$ cat config.mk
export PLATFORM = sky130hd
export DESIGN_NAME = serial_adder
export DESIGN_NICKNAME = d
export VERILOG_FILES = /design/src/rtl/serial_adder.sv
export SDC_FILE = /design/constraint.sdc
export NUM_CORES = 1
export LEC_CHECK = 0
export BUFFER_PORTS_ARGS = -buffer_cell sky130_fd_sc_hd__buf_2
export CAP_MARGIN = 20
export CORE_MARGIN = 3
export CORE_UTILIZATION = 29
export CTS_CLUSTER_SIZE = 30
export DETAILED_ROUTE_END_ITERATION = 6
export GPL_TIMING_DRIVEN = 0
export PLACE_DENSITY = 0.45
export SYNTH_ARGS = -nofsm -noshare
export SYNTH_HDL_FRONTEND = slang
export SYNTH_SLANG_ARGS = --single-unit
$ cat constraint.sdc
create_clock -name clk -period 3 [get_ports clk]
set_input_delay 0.15 -clock clk [delete_from_list [all_inputs] [get_ports clk]]
set_output_delay 0.15 -clock clk [all_outputs]
set_load 0.01 [all_outputs]
$ cat src/rtl/serial_adder.sv
// Bit-serial LSB-first adder: one full-adder cell plus a carry flip-flop,
// WIDTH cycles per addition with a start/done handshake.
module serial_adder #(
    parameter int unsigned WIDTH = 8
) (
    input  logic             clk,
    input  logic             rst_n,
    input  logic             start,
    input  logic [WIDTH-1:0] a,
    input  logic [WIDTH-1:0] b,
    input  logic             cin,
    output logic             busy,
    output logic             done,
    output logic [WIDTH-1:0] sum,
    output logic             cout,
    output logic             overflow
);

    localparam int unsigned CW = $clog2(WIDTH) + 1;

    typedef enum logic [1:0] {
        IDLE = 2'd0,
        RUN  = 2'd1,
        DONE = 2'd2
    } state_t;

    state_t           state;
    logic [WIDTH-1:0] a_sr;
    logic [WIDTH-1:0] b_sr;
    // Low WIDTH-1 result bits; the MSB goes straight to sum on the last step.
    logic [WIDTH-2:0] sum_sr;
    logic             carry;
    logic [CW-1:0]    cnt;

    logic             s_c;
    logic             carry_nxt_c;

    // Full-adder cell on the current LSBs.
    always_comb begin
        s_c         = a_sr[0] ^ b_sr[0] ^ carry;
        carry_nxt_c = (a_sr[0] & b_sr[0]) | (a_sr[0] & carry) | (b_sr[0] & carry);
    end

    always_ff @(posedge clk or negedge rst_n) begin
        if (!rst_n) begin
            state    <= IDLE;
            a_sr     <= '0;
            b_sr     <= '0;
            sum_sr   <= '0;
            carry    <= 1'b0;
            cnt      <= '0;
            busy     <= 1'b0;
            done     <= 1'b0;
            sum      <= '0;
            cout     <= 1'b0;
            overflow <= 1'b0;
        end else begin
            case (state)
                IDLE: begin
                    if (start) begin
                        a_sr  <= a;
                        b_sr  <= b;
                        carry <= cin;
                        cnt   <= '0;
                        busy  <= 1'b1;
                        state <= RUN;
                    end
                end
                RUN: begin
                    a_sr   <= a_sr >> 1;
                    b_sr   <= b_sr >> 1;
                    sum_sr <= (WIDTH-1)'({s_c, sum_sr} >> 1);
                    carry  <= carry_nxt_c;
                    cnt    <= cnt + CW'(1);
                    // MSB step: carry here is the carry into the MSB.
                    if (cnt == CW'(WIDTH - 1)) begin
                        sum      <= {s_c, sum_sr};
                        cout     <= carry_nxt_c;
                        overflow <= carry ^ carry_nxt_c;
                        done     <= 1'b1;
                        state    <= DONE;
                    end
                end
                DONE: begin
                    done  <= 1'b0;
                    busy  <= 1'b0;
                    state <= IDLE;
                end
                default: begin
                    done  <= 1'b0;
                    busy  <= 1'b0;
                    state <= IDLE;
                end
            endcase
        end
    end

endmodule
==> flow_results.xml, run 1 <==
<?xml version="1.0" encoding="UTF-8"?>
<metrics>
  <group name="timing">
    <metric name="worst_case_headroom_to_the_max_slew_limit" unit="%">35.8</metric>
    <metric name="rsz0062_at_grt" unit="">false</metric>
    <metric name="hold_violations" unit="">2</metric>
    <metric name="post-route-period-util" unit="%">53.8</metric>
    <metric name="timing.final.ws_setup" unit="ps">1390</metric>
    <metric name="report.final.slew_viol_count" unit="">0</metric>
    <metric name="hold-worst-slack" unit="ps">-1.09</metric>
    <metric name="maxClockFrequency" unit="MHz">619</metric>
    <metric name="final.setup.tns" unit="ps">0</metric>
    <metric name="worstMarginPinSlew" unit="ps">963</metric>
    <metric name="setup_viol" unit="">0</metric>
    <metric name="clock-skew-final" unit="ps">7.66</metric>
    <metric name="finalWorstPathRequiredPeriod" unit="ps">1610</metric>
  </group>
  <group name="setup_path">
    <metric name="crit_fanout" unit="">10</metric>
    <metric name="rrSetupSlack" unit="ps">1390</metric>
    <metric name="r2r.worst_path.cells" unit="">5</metric>
    <metric name="r2r_start" unit="">state[1]</metric>
    <metric name="critPathBufInv" unit="">2</metric>
    <metric name="worst_setup_path_start_kind" unit="">register</metric>
    <metric name="critical_path_required" unit="ps">3180</metric>
    <metric name="timing.setup.critical_path_class" unit="">register to register</metric>
    <metric name="crit_path_top_delay_cell" unit="">dfrtp_1</metric>
    <metric name="critical-path-max-stage-delay" unit="ps">430</metric>
    <metric name="timing.critical_path.max_delay_family" unit="">flip-flops</metric>
    <metric name="crit_path_capture_type" unit="">register</metric>
    <metric name="critPathArrivalTime" unit="ps">1800</metric>
    <metric name="crit-reg2reg-capture" unit="">cout</metric>
    <metric name="most_common_cell_type_on_the_critical_path" unit="">buf_6</metric>
    <metric name="path_cells" unit="">nand2b_1, buf_6, nor3_4, buf_6, mux2_2</metric>
  </group>
  <group name="place">
    <metric name="gpl.final_weighted_congestion" unit="">0.720</metric>
    <metric name="port-buffer-count" unit="">31</metric>
    <metric name="dp.final_hpwl" unit="µm">2870</metric>
    <metric name="setup_slack_after_placement" unit="ps">1290</metric>
  </group>
  <group name="yosys">
    <metric name="syn-num-nets" unit="">202</metric>
    <metric name="register_bit_total_from_synthesis" unit="">42</metric>
    <metric name="synth.yosys.seq_area_share" unit="%">55.6</metric>
    <metric name="syn_area" unit="µm²">1890</metric>
    <metric name="yosys_warnings" unit="">0</metric>
    <metric name="syn-mean-instance-area" unit="µm²">10.5</metric>
    <metric name="synthDistinctLibCells" unit="">24</metric>
    <metric name="syn-instance-count" unit="">180</metric>
  </group>
  <group name="grt">
    <metric name="grt_met3_usage" unit="%">2.85</metric>
    <metric name="groute.layer.met2.usage" unit="%">17.5</metric>
    <metric name="total_grt_usage" unit="%">12.3</metric>
    <metric name="globalRoute.totalOverflow" unit="">0</metric>
    <metric name="gr-usage-met1" unit="%">18.2</metric>
    <metric name="grt_start_max_net_pins" unit="">43</metric>
    <metric name="antenna_found_initial" unit="">0</metric>
    <metric name="vias_in_the_first_global_route" unit="">1390</metric>
    <metric name="grt_most_used_layer" unit="">met1</metric>
    <metric name="grt_pass1_wl" unit="µm">7100</metric>
  </group>
  <group name="clocking">
    <metric name="postCtsResizedCells" unit="">0</metric>
    <metric name="tritoncts.num_buffers" unit="">5</metric>
    <metric name="clk_pin_slew_worst_paths" unit="ps">80</metric>
    <metric name="clk_path_buf_depth" unit="">2</metric>
    <metric name="cts.sink_count" unit="">42</metric>
    <metric name="cts_root_buffer" unit="">clkbuf_8</metric>
    <metric name="cts_tree" unit="">done</metric>
    <metric name="cts_max_level" unit="">2</metric>
    <metric name="cts_hold_buf" unit="">0</metric>
    <metric name="post_cts_buffers" unit="">0</metric>
    <metric name="clock_latency" unit="ps">290</metric>
  </group>
  <group name="pwr">
    <metric name="p_per_area" unit="nW/µm²">972</metric>
    <metric name="power.net_switching" unit="µW">825</metric>
    <metric name="combinational_share_of_power" unit="%">37.4</metric>
    <metric name="netSwitchingFraction" unit="%">38.0</metric>
    <metric name="irDropWorstVdd" unit="mV">0.396</metric>
    <metric name="sequentialPowerShare" unit="%">44.8</metric>
    <metric name="cellLeakagePower" unit="nW">1.06</metric>
    <metric name="internal-power" unit="mW">1.35</metric>
    <metric name="pwr-share-clk" unit="%">17.8</metric>
  </group>
  <group name="route">
    <metric name="detail_route.drc_violations" unit="">0</metric>
    <metric name="wl_per_cell" unit="µm">14.6</metric>
    <metric name="drtAntennaViolNets" unit="">0</metric>
    <metric name="detail_route.iter0.violations" unit="">82</metric>
    <metric name="routed_via_density" unit="">4.78</metric>
    <metric name="detail_route.wirelength" unit="µm">4280</metric>
    <metric name="vias" unit="">1405</metric>
    <metric name="drt_pre_antenna_iters" unit="">4</metric>
  </group>
  <group name="cells_and_area">
    <metric name="layout.area.seq" unit="µm²">1050</metric>
    <metric name="num_antenna_cells" unit="">0</metric>
    <metric name="final_cell_mix" unit="">dfrtp_1 (42), buf_2 (33), nand2_1 (27), a21oi_1 (19), o21ai_0 (19)</metric>
    <metric name="finish.net_count" unit="">240</metric>
    <metric name="layout_cells_sized_above_1" unit="%">24.7</metric>
    <metric name="fillCellCount" unit="">635</metric>
    <metric name="leading_cell_type_in_the_layout_fill_and_taps_excluded" unit="">dfrtp_1</metric>
    <metric name="multiInputGateArea" unit="µm²">771</metric>
    <metric name="area_growth" unit="%">18.2</metric>
  </group>
  <group name="die">
    <metric name="placement_rows" unit="">28</metric>
    <metric name="die_height" unit="µm">86.8</metric>
    <metric name="floorplan.die_area" unit="µm²">7530</metric>
    <metric name="area_inside_the_core_boundary" unit="µm²">6130</metric>
    <metric name="die_x" unit="µm">86.8</metric>
    <metric name="start_util" unit="%">30.9</metric>
    <metric name="io-pin-count" unit="">32</metric>
  </group>
  <group name="outcome">
    <metric name="outcome" unit="">finished with violations</metric>
    <metric name="violations" unit="">negative hold slack</metric>
  </group>
  <group name="min_path">
    <metric name="worst_hold_path_type" unit="">input pin to asynchronous set/reset pin</metric>
  </group>
  <group name="flow_run">
    <metric name="cap_violations" unit="">0</metric>
  </group>
</metrics>
[per-stage QoR]
step                      std cells  instance area (µm²)  power, mW  hold WS [ps]  util (%)
after floorplan                 180                 1890       1.53          -146         -
after global placement          286                 2140       1.81           377      34.9
after detailed placement        286                 2140       1.82           372      34.9
after CTS                       294                 2240       2.21          42.8      36.5
after global routing            294                 2240       2.37          78.4      36.5
final                           294                 2240       2.17         -1.09      36.5
[power groups by stage]
stage / logic (mW) / registers [mW] / clock network [mW]
after floorplan: 0.549 / 0.980 / 0
after global placement: 0.824 / 0.986 / 0
after detailed placement: 0.830 / 0.988 / 0
after CTS: 0.833 / 0.978 / 0.402
after global routing: 0.936 / 1.01 / 0.425
final: 0.813 / 0.973 / 0.388
[Yosys cell counts (all sizes together)]
master	n	area [µm²]
clkbuf	8	30.0
nand2b	1	6.26
a22o	1	8.76
o21ai	19	95.1
a22oi	15	113
mux2	10	113
nor2b	13	81.3
inv	2	7.51
nor2	3	11.3
and2b	6	45.0
o311ai	1	8.76
ha	1	12.5
o21bai	1	7.51
buf	4	32.5
nand3	2	10.0
fa	1	20.0
a21oi	19	95.1
mux2i	1	10.0
xor2	1	8.76
dfrtp	42	1050
a21o	1	7.51
nor3	1	16.3
nand2	27	101
[per-layer routing]
layer | part of all wire (%) | vias up
li1 | - | 696
met1 | 50 | 676
met2 | 45 | 29
met3 | 3.4 | 4
met4 | 1.2 | 0
met5 | 0 | -
[how the worst max path moves through the flow]
stage	startpoint	end	slack, ps	cells after the start
after floorplan	state[1]	cout	1510	5
after global placement	start	cnt[3]	1290	6
after detailed placement	start	cnt[3]	1290	6
after CTS	state[1]	sum[5]	1350	5
after global routing	state[1]	cout	1240	5
final	state[1]	cout	1390	5
[area by class of cell]
cell class / count / share of cell area (%)
buffer: 12 / 2.80
clock buffer: 6 / 3.69
clock inverter: 2 / 0.560
inverter: 2 / 0.336
multi-input combinational: 124 / 34.5
sequential: 42 / 47.0
tap: 75 / 4.20
timing repair buffer: 31 / 6.94
[flip-flops by register name (all words and copies together) (netlist names)]
name      cells
a_sr          8
b_sr          8
busy          1
carry         1
cnt           4
cout          1
done          1
overflow      1
state         2
sum           8
sum_sr        7
[logic make-up (layout without fill, tap and decap cells)]
family                     after synthesis  count (layout)  synth area share [%]
AOI/OAI and AO/OA                       57              57                  17.7
adders and majority gates                2               2                  1.72
DFF                                     42              42                  55.6
buffers and inverters                   14              53                  3.70
and+or+nand+nor                         53              53                  14.4
muxes                                   11              11                  6.48
xor gates and xnor gates                 1               1                 0.463
No activity file was read; power rests on OpenSTA's default activity.
==> run 2, diff against run 1 <==
--- a/config.mk
+++ b/config.mk
@@ -5,6 +5,7 @@
 export SDC_FILE = /design/constraint.sdc
 export NUM_CORES = 1
 export LEC_CHECK = 0
+export ABC_AREA = 1
 export BUFFER_PORTS_ARGS = -buffer_cell sky130_fd_sc_hd__buf_2
 export CAP_MARGIN = 20
 export CORE_MARGIN = 3
@@ -12,7 +13,7 @@
 export CTS_CLUSTER_SIZE = 30
 export DETAILED_ROUTE_END_ITERATION = 6
 export GPL_TIMING_DRIVEN = 0
-export PLACE_DENSITY = 0.45
+export PLACE_DENSITY = 0.47
 export SYNTH_ARGS = -nofsm -noshare
 export SYNTH_HDL_FRONTEND = slang
 export SYNTH_SLANG_ARGS = --single-unit
==> constraint.sdc (replaced) <==
create_clock -name clk -period 1.35 [get_ports clk]
set_input_delay 0.0675 -clock clk [delete_from_list [all_inputs] [get_ports clk]]
set_output_delay 0.0675 -clock clk [all_outputs]
set_load 0.01 [all_outputs]
==> flow_results.xml, run 2 <==
<?xml version="1.0" encoding="UTF-8"?>
<metrics>
  <group name="setup_path">
    <metric name="worst_setup_path_start_kind" unit="">register</metric>
    <metric name="timing.setup.critical_path_class" unit="">register to register</metric>
    <metric name="crit_path_capture_type" unit="">register</metric>
    <metric name="rrSetupSlack" unit="ps">100</metric>
    <metric name="crit_path_top_delay_cell" unit="">dfrtp_1</metric>
    <metric name="critPathBufInv" unit="">1</metric>
    <metric name="critical_path_required" unit="ps">1530</metric>
    <metric name="crit_fanout" unit="">10</metric>
    <metric name="timing.critical_path.max_delay_family" unit="">flip-flops</metric>
    <metric name="crit_path_start" unit="">cnt[1]</metric>
    <metric name="critPathArrivalTime" unit="ps">1440</metric>
    <metric name="critical-path-max-stage-delay" unit="ps">400</metric>
    <metric name="r2r_start" unit="">cnt[1]</metric>
    <metric name="path_cells" unit="">ha_2, nand2_2, nor2_4, nand2_2, buf_6, nand2_1, nand2_1</metric>
  </group>
  <group name="pwr">
    <metric name="irDropWorstVdd" unit="mV">0.550</metric>
    <metric name="fin_total_pwr" unit="mW">4.68</metric>
    <metric name="cellLeakagePower" unit="nW">1.19</metric>
    <metric name="p_per_area" unit="nW/µm²">2020</metric>
  </group>
  <group name="grt">
    <metric name="grt_start_max_net_pins" unit="">43</metric>
    <metric name="antenna_found_initial" unit="">0</metric>
    <metric name="vias_in_the_first_global_route" unit="">1432</metric>
    <metric name="globalRoute.totalOverflow" unit="">0</metric>
    <metric name="total_grt_usage" unit="%">12.7</metric>
    <metric name="grt_pass1_wl" unit="µm">7110</metric>
  </group>
  <group name="die">
    <metric name="placement_rows" unit="">27</metric>
    <metric name="area_inside_the_core_boundary" unit="µm²">5680</metric>
    <metric name="start_util" unit="%">31.0</metric>
    <metric name="die_x" unit="µm">83.9</metric>
    <metric name="io-pin-count" unit="">32</metric>
    <metric name="die_height" unit="µm">83.9</metric>
    <metric name="floorplan.die_area" unit="µm²">7050</metric>
  </group>
  <group name="route">
    <metric name="wl_per_cell" unit="µm">12.4</metric>
    <metric name="detail_route.wirelength" unit="µm">4100</metric>
    <metric name="detail_route.drc_violations" unit="">0</metric>
    <metric name="drtAntennaViolNets" unit="">0</metric>
    <metric name="vias" unit="">1497</metric>
    <metric name="detail_route.iter0.violations" unit="">109</metric>
    <metric name="drt_pre_antenna_iters" unit="">4</metric>
    <metric name="routed_via_density" unit="">4.54</metric>
  </group>
  <group name="timing">
    <metric name="clock-skew-final" unit="ps">5.25</metric>
    <metric name="report.final.slew_viol_count" unit="">0</metric>
    <metric name="rsz0062_at_grt" unit="">false</metric>
    <metric name="setup_viol" unit="">0</metric>
    <metric name="worstMarginPinSlew" unit="ps">945</metric>
    <metric name="maxClockFrequency" unit="MHz">798</metric>
    <metric name="final.setup.tns" unit="ps">0</metric>
    <metric name="hold_violations" unit="">0</metric>
    <metric name="post-route-period-util" unit="%">92.9</metric>
    <metric name="worst_case_headroom_to_the_max_slew_limit" unit="%">37.0</metric>
    <metric name="finalWorstPathRequiredPeriod" unit="ps">1250</metric>
  </group>
  <group name="cells_and_area">
    <metric name="leading_cell_type_in_the_layout_fill_and_taps_excluded" unit="">nand2_1</metric>
    <metric name="layout.area.seq" unit="µm²">1050</metric>
    <metric name="layout_cells_sized_above_1" unit="%">22.1</metric>
    <metric name="top_regs" unit="">a_sr (8), b_sr (8), sum (8)</metric>
    <metric name="finish.net_count" unit="">281</metric>
    <metric name="fillCellCount" unit="">614</metric>
    <metric name="final_design_area_no_fill" unit="µm²">2320</metric>
    <metric name="multiInputGateArea" unit="µm²">653</metric>
    <metric name="final_cell_mix" unit="">nand2_1 (83), dfrtp_1 (42), nand3_1 (39), buf_2 (35), dlygate4sd3_1 (18)</metric>
    <metric name="num_antenna_cells" unit="">0</metric>
    <metric name="post_layout_nonfiller_instances" unit="">330</metric>
    <metric name="finalCoreUtilization" unit="%">40.9</metric>
    <metric name="area_growth" unit="%">31.6</metric>
  </group>
  <group name="yosys">
    <metric name="synth_largest_type_area_fraction" unit="%">59.7</metric>
    <metric name="syn-num-nets" unit="">223</metric>
    <metric name="synth.area.top_cells" unit="">dfrtp_1 (60%), nand2_1 (18%), nand3_1 (11%), buf_2 (2.6%), o21ai_1 (1.7%)</metric>
    <metric name="synth.largest_area_cell" unit="">dfrtp_1</metric>
    <metric name="yosys-top-cells-count" unit="">nand2_1 (85), dfrtp_1 (42), nand3_1 (39)</metric>
    <metric name="syn_area" unit="µm²">1760</metric>
    <metric name="yosysMostFrequentCell" unit="">nand2_1</metric>
    <metric name="synth-edff-count" unit="">0</metric>
    <metric name="yosys_warnings" unit="">0</metric>
    <metric name="syn-instance-count" unit="">201</metric>
    <metric name="synth.yosys.seq_area_share" unit="%">59.7</metric>
    <metric name="synthFlopType" unit="">dfrtp_1</metric>
    <metric name="register_bit_total_from_synthesis" unit="">42</metric>
    <metric name="syn-mean-instance-area" unit="µm²">8.76</metric>
    <metric name="synthDistinctLibCells" unit="">16</metric>
    <metric name="synthArstFlopShare" unit="%">100</metric>
  </group>
  <group name="clocking">
    <metric name="cts_root_buffer" unit="">clkbuf_8</metric>
    <metric name="tritoncts.num_buffers" unit="">5</metric>
    <metric name="clk_pin_slew_worst_paths" unit="ps">80</metric>
    <metric name="cts_tree" unit="">done</metric>
    <metric name="cts.sink_count" unit="">42</metric>
    <metric name="cts_max_level" unit="">2</metric>
    <metric name="clock_latency" unit="ps">290</metric>
    <metric name="clk_path_buf_depth" unit="">2</metric>
  </group>
  <group name="place">
    <metric name="placement.cell_area" unit="µm²">2010</metric>
    <metric name="port-buffer-count" unit="">31</metric>
    <metric name="dp.final_hpwl" unit="µm">2650</metric>
    <metric name="gpl.final_weighted_congestion" unit="">0.724</metric>
    <metric name="post-place-cells" unit="">304</metric>
  </group>
  <group name="outcome">
    <metric name="outcome" unit="">completed</metric>
  </group>
  <group name="min_path">
    <metric name="worstHoldStart" unit="">start</metric>
    <metric name="worst_hold_path_type" unit="">input pin to register</metric>
  </group>
  <group name="flow_run">
    <metric name="cap_violations" unit="">0</metric>
  </group>
</metrics>
-- run 2: repair_timing --
action                                  4_1_cts  5_1_grt
gates cloned                                  0        0
endpoints found under the setup margin        9       19
pin swaps                                     0        2
buffers inserted                              1        1
hold buffers                                 18        0
resized for setup                             0       14
hold endpoints to repair                     59        0
-- run 2: cells by family (layout without fill, tap and decap cells) --
group	Yosys count	in the layout	synth area share (%)
flops	42	42	59.7
compound gates	9	9	2.56
buf+inv	17	74	4.26
xor+xnor	1	1	0.497
simple gates	130	130	31.2
fa+ha+maj	2	2	1.85
-- run 2: final cells by class --
| type | count | share of cell area, % |
|---|---|---|
| plain buffers | 10 | 2.81 |
| flip-flops and latches | 42 | 45.3 |
| well taps | 72 | 3.89 |
| clock buffers | 6 | 3.56 |
| repair buffers | 51 | 15.1 |
| multi-input cells | 142 | 28.2 |
| inverters | 7 | 1.13 |
-- run 2: per-layer routing --
layer,up-vias,wire length [µm],global-route usage [%]
li1,759,-,-
met1,698,1900,17.6
met2,33,1930,18.9
met3,7,186,2.96
met4,0,80,5.26
met5,-,0,0
-- run 2: worst min-delay path, stage by stage --
cell and delay (ps):
buf_2 90, nand2_2 80, nand3_1 90, o21ai_1 60
-- run 2: through the flow --
stage | hold WS (ps) | worst slack (ps)
after floorplan | -228 | 129
after global placement | 266 | 2.48
after detailed placement | 271 | -0.460
after CTS | 129 | 23.9
after global routing | 164 | 3.75
final | 141 | 96.4
-- run 2: report_power, final --
part	leakage [nW]	internal [mW]	total, mW	switching (mW)
registers	0.531	1.80	2.13	0.331
clock network	0.0431	0.395	0.795	0.400
logic	0.612	0.732	1.75	1.02
-- run 2: worst paths after layout --
kind | cells after the start | endpoint
max in group asynchronous | 2 | sum_sr[5]
worst min register to register | 2 | sum[4]
worst max-delay path | 7 | cout
worst min-delay path | 4 | cnt[0]
worst max register to register | 7 | cout
min in group asynchronous | 2 | sum[0]
==> run 3, diff against run 2 <==
--- a/config.mk
+++ b/config.mk
@@ -9,11 +9,11 @@
 export BUFFER_PORTS_ARGS = -buffer_cell sky130_fd_sc_hd__buf_2
 export CAP_MARGIN = 20
 export CORE_MARGIN = 3
-export CORE_UTILIZATION = 29
+export CORE_UTILIZATION = 49
 export CTS_CLUSTER_SIZE = 30
 export DETAILED_ROUTE_END_ITERATION = 6
 export GPL_TIMING_DRIVEN = 0
-export PLACE_DENSITY = 0.47
+export PLACE_DENSITY = 0.72
 export SYNTH_ARGS = -nofsm -noshare
 export SYNTH_HDL_FRONTEND = slang
 export SYNTH_SLANG_ARGS = --single-unit
==> flow_results.xml, run 3 (synthesis gave the netlist of run 2 again) <==
<?xml version="1.0" encoding="UTF-8"?>
<metrics>
  <group name="outcome">
    <metric name="outcome" unit="">completed</metric>
  </group>
  <group name="cells_and_area">
    <metric name="num_antenna_cells" unit="">0</metric>
    <metric name="finalCoreUtilization" unit="%">66.7</metric>
    <metric name="leading_cell_type_in_the_layout_fill_and_taps_excluded" unit="">nand2_1</metric>
    <metric name="final_cell_mix" unit="">nand2_1 (84), dfrtp_1 (41), nand3_1 (39), buf_2 (36), dlygate4sd3_1 (18)</metric>
    <metric name="area_growth" unit="%">28.4</metric>
    <metric name="layout_cells_sized_above_1" unit="%">22.6</metric>
    <metric name="final_design_area_no_fill" unit="µm²">2260</metric>
    <metric name="post_layout_nonfiller_instances" unit="">307</metric>
    <metric name="multiInputGateArea" unit="µm²">646</metric>
    <metric name="fillCellCount" unit="">293</metric>
    <metric name="top_regs" unit="">a_sr (8), b_sr (8), sum (8)</metric>
    <metric name="finish.net_count" unit="">282</metric>
    <metric name="layout.area.seq" unit="µm²">1050</metric>
  </group>
  <group name="timing">
    <metric name="final.setup.tns" unit="ps">0</metric>
    <metric name="maxClockFrequency" unit="MHz">781</metric>
    <metric name="setup_viol" unit="">0</metric>
    <metric name="hold-worst-slack" unit="ps">53.5</metric>
    <metric name="worstMarginPinSlew" unit="ps">907</metric>
    <metric name="clock-skew-final" unit="ps">11.2</metric>
    <metric name="post-route-period-util" unit="%">94.9</metric>
    <metric name="finalWorstPathRequiredPeriod" unit="ps">1280</metric>
    <metric name="report.final.slew_viol_count" unit="">0</metric>
    <metric name="rsz0062_at_grt" unit="">true</metric>
    <metric name="worst_case_headroom_to_the_max_slew_limit" unit="%">39.6</metric>
    <metric name="hold_violations" unit="">0</metric>
    <metric name="timing.final.ws_setup" unit="ps">68.9</metric>
  </group>
  <group name="clocking">
    <metric name="clk_path_buf_depth" unit="">2</metric>
    <metric name="clk_pin_slew_worst_paths" unit="ps">120</metric>
    <metric name="clock_latency" unit="ps">360</metric>
    <metric name="cts_max_level" unit="">2</metric>
    <metric name="tritoncts.num_buffers" unit="">5</metric>
    <metric name="cts_tree" unit="">done</metric>
    <metric name="cts_root_buffer" unit="">clkbuf_4</metric>
    <metric name="cts.sink_count" unit="">42</metric>
  </group>
  <group name="die">
    <metric name="io-pin-count" unit="">32</metric>
    <metric name="start_util" unit="%">52.0</metric>
    <metric name="placement_rows" unit="">21</metric>
    <metric name="die_height" unit="µm">66.0</metric>
    <metric name="area_inside_the_core_boundary" unit="µm²">3390</metric>
    <metric name="die_x" unit="µm">66.0</metric>
    <metric name="floorplan.die_area" unit="µm²">4350</metric>
  </group>
  <group name="setup_path">
    <metric name="critPathArrivalTime" unit="ps">1540</metric>
    <metric name="path_cells" unit="">ha_2, nand2_1, nor2_2, nand2_2, buf_6, nand2_1, nand2_1</metric>
    <metric name="timing.setup.critical_path_class" unit="">register to register</metric>
    <metric name="critical_path_required" unit="ps">1610</metric>
    <metric name="crit_path_top_delay_cell" unit="">dfrtp_1</metric>
    <metric name="crit_fanout" unit="">10</metric>
    <metric name="timing.critical_path.max_delay_family" unit="">simple AND/OR/NAND/NOR gates</metric>
    <metric name="worstSetupPathDepth" unit="">7</metric>
    <metric name="critPathBufInv" unit="">1</metric>
    <metric name="critical-path-max-stage-delay" unit="ps">410</metric>
    <metric name="worst_setup_path_start_kind" unit="">register</metric>
    <metric name="r2r.worst_path.cells" unit="">7</metric>
    <metric name="most_common_cell_type_on_the_critical_path" unit="">nand2_1</metric>
    <metric name="crit_path_capture_type" unit="">register</metric>
  </group>
  <group name="grt">
    <metric name="grt_start_max_net_pins" unit="">43</metric>
    <metric name="total_grt_usage" unit="%">20.4</metric>
    <metric name="vias_in_the_first_global_route" unit="">1477</metric>
    <metric name="grt_pass1_wl" unit="µm">6630</metric>
    <metric name="antenna_found_initial" unit="">0</metric>
    <metric name="globalRoute.totalOverflow" unit="">0</metric>
  </group>
  <group name="place">
    <metric name="port-buffer-count" unit="">31</metric>
    <metric name="dp.final_hpwl" unit="µm">2450</metric>
    <metric name="placement.cell_area" unit="µm²">1970</metric>
    <metric name="post-place-cells" unit="">278</metric>
    <metric name="gpl.final_weighted_congestion" unit="">0.842</metric>
    <metric name="setup_slack_after_placement" unit="ps">-44.0</metric>
  </group>
  <group name="pwr">
    <metric name="irDropWorstVdd" unit="mV">1.27</metric>
    <metric name="p_per_area" unit="nW/µm²">2000</metric>
    <metric name="cellLeakagePower" unit="nW">1.18</metric>
    <metric name="fin_total_pwr" unit="mW">4.52</metric>
  </group>
  <group name="min_path">
    <metric name="worst_hold_path_type" unit="">input pin to register</metric>
    <metric name="hold-path-cell-count" unit="">4</metric>
  </group>
  <group name="route">
    <metric name="wl_per_cell" unit="µm">12.3</metric>
    <metric name="detail_route.iter0.violations" unit="">122</metric>
    <metric name="drt_pre_antenna_iters" unit="">4</metric>
    <metric name="detail_route.drc_violations" unit="">0</metric>
    <metric name="drtAntennaViolNets" unit="">0</metric>
    <metric name="vias" unit="">1499</metric>
    <metric name="routed_via_density" unit="">4.88</metric>
    <metric name="detail_route.wirelength" unit="µm">3770</metric>
  </group>
  <group name="flow_run">
    <metric name="cap_violations" unit="">0</metric>
  </group>
</metrics>
run 3: report_power, final:
group          total (mW)  switching (mW)  internal, mW
registers            2.13           0.336          1.79
clock network       0.645           0.393         0.253
logic                1.74            1.01         0.727
run 3: tightest hold or removal path: cells and delay by family:
kind            cells  cell delay [ps]
simple gates        2              180
buf+inv             1               90
compound gates      1               50
run 3: path summary, 6_finish.rpt:
kind / slack, ps / start / end
max: 70 / cnt[1] / sum[0]
min: 50 / start / cnt[0]
max reg2reg: 70 / cnt[1] / sum[0]
min reg2reg: 480 / sum_sr[6] / sum[6]
max in group asynchronous: 370 / rst_n / cnt[0]
min in group asynchronous: 370 / rst_n / b_sr[5]
run 3: cell type report:
class                   count  share of cell area [%]
repair buffers             52                    15.8
inverters                   7                    1.16
clock buffers               7                    2.43
multi-input cells         142                    28.5
plain buffers              10                    2.77
well taps                  46                    2.54
clock inverters             1                   0.221
flip-flops and latches     42                    46.5
run 3: timing repair:
item                                    CTS  global route
gates resized for setup                   3             7
hold buffers                             18             0
pin swaps                                 0             2
buffers inserted                          0             3
endpoints found under the setup margin    9            15
hold endpoints to repair                 59             0
run 3: metal layers:
metal,GRT usage (%),share of wire [%]
met2,31.0,47
met1,28.0,48
met3,4.08,4.2
met5,0,0
met4,9.90,1.0
